`src/rtl/alu_issue_queue.sv`:
```
// alu_issue_queue: DEPTH-entry operation FIFO whose head drives a combinational ALU,
// followed by a registered result stage; valid/ready handshakes on both sides.
module alu_issue_queue #(
  parameter int n     = 32,
  parameter int DEPTH = 4
) (
  input  logic                    clk,
  input  logic                    rst_n,
  input  logic                    flush,
  input  logic                    in_valid,
  output logic                    in_ready,
  input  logic [n-1:0]            in_a,
  input  logic [n-1:0]            in_b,
  input  logic [3:0]              in_op,
  output logic [n-1:0]            alu_a,
  output logic [n-1:0]            alu_b,
  output logic [3:0]              alu_control,
  input  logic [n-1:0]            alu_z,
  output logic                    out_valid,
  input  logic                    out_ready,
  output logic [n-1:0]            out_z,
  output logic [3:0]              out_op,
  output logic [$clog2(DEPTH):0]  count
);
  localparam int AW = $clog2(DEPTH);
  localparam int CW = AW + 1;
  localparam logic [CW-1:0] FULL_COUNT = CW'(DEPTH);

  logic [n-1:0]  a_mem_r  [DEPTH];
  logic [n-1:0]  b_mem_r  [DEPTH];
  logic [3:0]    op_mem_r [DEPTH];
  logic [AW-1:0] wr_ptr_r;
  logic [AW-1:0] rd_ptr_r;
  logic [CW-1:0] count_r;
  logic          out_valid_r;
  logic [n-1:0]  out_z_r;
  logic [3:0]    out_op_r;

  logic          head_valid_s;
  logic          in_ready_s;
  logic          push_s;
  logic          pop_s;
  logic [CW-1:0] count_nxt_s;

  // Handshake decisions; in_ready never depends on out_ready
  always_comb begin
    head_valid_s = (count_r != {CW{1'b0}});
    in_ready_s   = (count_r < FULL_COUNT) && !flush;
    push_s       = in_valid && in_ready_s;
    pop_s        = head_valid_s && (!out_valid_r || out_ready) && !flush;
  end

  // Occupancy after this edge (simultaneous push/pop leaves it unchanged)
  always_comb begin
    count_nxt_s = count_r;
    case ({push_s, pop_s})
      2'b10:   count_nxt_s = count_r + CW'(1);
      2'b01:   count_nxt_s = count_r - CW'(1);
      default: count_nxt_s = count_r;
    endcase
  end

  // Head entry presented to the ALU, zeroed when the queue is empty
  always_comb begin
    if (head_valid_s) begin
      alu_a       = a_mem_r[rd_ptr_r];
      alu_b       = b_mem_r[rd_ptr_r];
      alu_control = op_mem_r[rd_ptr_r];
    end else begin
      alu_a       = {n{1'b0}};
      alu_b       = {n{1'b0}};
      alu_control = 4'h0;
    end
  end

  // Pointer and occupancy registers
  always_ff @(posedge clk or negedge rst_n) begin
    if (!rst_n) begin
      wr_ptr_r <= {AW{1'b0}};
      rd_ptr_r <= {AW{1'b0}};
      count_r  <= {CW{1'b0}};
    end else if (flush) begin
      wr_ptr_r <= {AW{1'b0}};
      rd_ptr_r <= {AW{1'b0}};
      count_r  <= {CW{1'b0}};
    end else begin
      if (push_s) wr_ptr_r <= wr_ptr_r + AW'(1);
      if (pop_s)  rd_ptr_r <= rd_ptr_r + AW'(1);
      count_r <= count_nxt_s;
    end
  end

  // Entry storage; contents are qualified by count, so no reset is needed
  always_ff @(posedge clk) begin
    if (push_s) begin
      a_mem_r[wr_ptr_r]  <= in_a;
      b_mem_r[wr_ptr_r]  <= in_b;
      op_mem_r[wr_ptr_r] <= in_op;
    end
  end

  // Result register capturing the ALU output for the popped head
  always_ff @(posedge clk or negedge rst_n) begin
    if (!rst_n) begin
      out_valid_r <= 1'b0;
      out_z_r     <= {n{1'b0}};
      out_op_r    <= 4'h0;
    end else if (flush) begin
      out_valid_r <= 1'b0;
      out_z_r     <= {n{1'b0}};
      out_op_r    <= 4'h0;
    end else if (pop_s) begin
      out_valid_r <= 1'b1;
      out_z_r     <= alu_z;
      out_op_r    <= op_mem_r[rd_ptr_r];
    end else if (out_valid_r && out_ready) begin
      out_valid_r <= 1'b0;
    end
  end

  assign in_ready  = in_ready_s;
  assign out_valid = out_valid_r;
  assign out_z     = out_z_r;
  assign out_op    = out_op_r;
  assign count     = count_r;
endmodule

```
`config.mk`:
```
export PLATFORM = sky130hd
export DESIGN_NAME = alu_issue_queue
export DESIGN_NICKNAME = d
export VERILOG_FILES = /design/src/rtl/alu_issue_queue.sv
export SDC_FILE = /design/constraint.sdc
export NUM_CORES = 1
export LEC_CHECK = 0
export ABC_CLOCK_PERIOD_IN_PS = 5500
export CAP_MARGIN = 25
export CORE_MARGIN = 5
export CORE_UTILIZATION = 40
export CTS_CLUSTER_SIZE = 8
export DETAILED_ROUTE_END_ITERATION = 7
export GPL_ROUTABILITY_DRIVEN = 1
export PLACE_DENSITY_LB_ADDON = 0.15
export SLEW_MARGIN = 40
export SYNTH_ARGS = -nofsm -noshare
export SYNTH_HDL_FRONTEND = slang
export SYNTH_SLANG_ARGS = --single-unit
```
`constraint.sdc`:
```
create_clock -name clk -period 5.5 [get_ports clk]
set_clock_uncertainty 0.2 [all_clocks]
set_input_delay 0.825 -clock clk [delete_from_list [all_inputs] [get_ports clk]]
set_output_delay 0.825 -clock clk [all_outputs]
set_load 0.01 [all_outputs]
```
==> qor.csv <==
metric,value,unit
dp.cells,1239,
postSynth.asyncResetShare,13.9,%
grt_first_pass_wirelength,42400,um
synth-edff-count,272,
hp-class,in2async,
cts-resized-gates,0,
crit_path_start_kind,register,
endpoint_kind,primary output,
ff2ff_path_depth,4,
relSlewSlack,46.6,%
dieArea,34700,um2
synth_area,12400,um2
synthTopCellsByArea,"edfxtp_1, mux4_2, dfrtp_1",
fill_cells,2473,
ant_nets,0,
ys_types,34,
status,"complete, no violations",
setup_viol,0,
grt.overflow.total,0,
cts_sinks,316,
grt_setup_unrepaired,no,
yosysTopAreaCellShare,65.8,%
synth_seq_area_share,74.7,%
port_buffers,213,
worstPathCellList,buf_12 -> buf_12 -> mux4_2 -> and2_1 -> clkdlybuf4s50_1,
reg2reg_to,a_mem_r[2][27],
fin_nets,1001,
ctsLongestPathBuffers,3,
antennaDiodeCount,0,
path_max_fanout,34,
antenna_found_initial,3,
synth_ff_type,edfxtp_1,
cp.required,4470,ps
layoutNonFillerInstCount,1292,
cpPeakStageDelay,620,ps
cts_made_buffers,45,
hold_viol,0,
track_usage,15.7,%
power_density,478,nW/um2
slew_violations,0,
ir_drop,250,uV
tightest_slew,800,ps
cts_tree,yes,
fmax,0.247,GHz
cp_slowest_cell,dfrtp_4,
finalWirelength,27700,um
setup_tns,0,ps
grt_pass1_vias,7387,
r2r-start,count[2],
drt-wirelength-per-cell,21.4,um
gp_congestion,0.755,
clk-insertion-delay-late,510,ps
r2r_slack,2950,ps
num_vias,6861,
multiInputGateArea,2870,um2
yosys_warnings,0,
core_area,30600,um2
dieWidth,186,um
min_period,4040,ps
syn_inst,659,
cts_hold_buf,0,
grt_max_degree,52,
seq_area,9280,um2
cts_setup_buffers,0,
fp-row-count,64,
synth.net_count,769,
ys_seq_elements,316,
drt_iter0_drc,392,
timing.max_cap.violations,0,
die_h,186,um
p_leak,5.38,nW
yosys.area.top_type,edfxtp_1,
drive_gt1_share,16.7,%
clk_pin_slew,50,ps
finalCritPeriodShare,73.5,%
start_util,40.6,%
avgViaCountPerCell,5.31,
dr.pass1.iters,5,
worst-setup-path-type,reg2out,
crit_start,rd_ptr_r[0],
area_growth,30.8,%
cts_root_buffer,clkbuf_16,
ios,214,
crit_end,alu_a[27],
arrival,3020,ps
synth.avg_cell_area,18.8,um2
dp_hpwl,17100,um
route.detailed.drc,0,
crit_top_cell,buf_12,
cts_max_level,2,
## area by class of cell
| type | count | area share, % |
|---|---|---|
| clock inverters | 2 | 0.285 |
| flip-flops and latches | 316 | 57.1 |
| clock buffers | 50 | 7.18 |
| multi-input cells | 291 | 17.7 |
| inverters | 3 | 0.0693 |
| repair buffers | 234 | 14.6 |
| well taps | 396 | 3.05 |
## layout by cell type (no fill, tap or decap), types with 14 or more instances in the layout
master and instances:
mux4_2 68, buf_4 14, clkbuf_16 46, dfrtp_1 42, clkdlybuf4s50_1 212, a21oi_1 38
and2_1 68, o21ai_0 37, edfxtp_1 272, nand3_1 37
## power by group
group / internal, mW / leakage (nW) / switching (mW) / total (mW)
Sequential: 2.87 / 3.06 / 0.125 / 2.99
Clock: 1.51 / 0.593 / 0.891 / 2.40
Combinational: 1.25 / 1.72 / 1.12 / 2.37
## critical path: cells and delay by family (launching register included)
| kind | cells | cell delay (ps) |
|---|---|---|
| simple gates | 1 | 220 |
| mux | 1 | 570 |
| buf+inv | 3 | 1080 |
| flops | 1 | 620 |
## cell usage after synthesis, types with 4 or more instances
master,number
a21oi_1,38
and2_1,72
buf_1,4
buf_2,13
buf_6,11
clkbuf_1,18
dfrtp_1,44
edfxtp_1,272
ha_1,4
mux4_2,68
nand3_1,37
nor2_1,4
nor2b_1,4
o21ai_0,37
## stage by stage
stage	util, %	hold slack, ps	worst slack, ps	cell area, um2	total power [mW]
finish	53.1	122	1460	16200	7.77
global route	53.1	150	1270	16200	8.17
CTS	53.0	119	1250	16200	7.89
detailed placement	49.1	337	1810	15000	5.44
global placement	48.7	330	1830	14900	5.30
floorplan	-	329	1940	12400	4.24
## routing by layer
metal	part of all wire (%)	routed length (um)	GRT usage (%)	up-vias
li1	-	-	-	3053
met1	42	11700	21.1	3532
met2	49	13600	26.0	218
met3	6.9	1910	4.36	52
met4	1.7	470	3.56	6
met5	0.13	35	0	-
## flip-flops by register name, summed over array words and instances (netlist names)
register,count
a_mem_r,128
rd_ptr_r,2
count,3
out_op,4
out_z,32
out_valid,1
b_mem_r,128
wr_ptr_r,2
op_mem_r,16
## kinds of logic (layout without fill, tap and decap cells)
| family | after synthesis | count (layout) | share of synthesized area (%) |
|---|---|---|---|
| compound gates | 82 | 82 | 3.44 |
| xor+xnor | 2 | 2 | 0.141 |
| fa+ha+maj | 5 | 5 | 0.564 |
| simple gates | 133 | 133 | 6.32 |
| mux | 69 | 69 | 12.4 |
| buf+inv | 52 | 289 | 2.46 |
| flops | 316 | 316 | 74.7 |
## how the worst min path moves through the flow
stage | endpoint | slack, ps
after floorplan | count[0] | 330
after global routing | count[1] | 150
final | out_z[20] | 120
after detailed placement | out_z[26] | 340
after global placement | out_z[19] | 330
after CTS | count[1] | 120
Power figures use the tool's default switching activity.
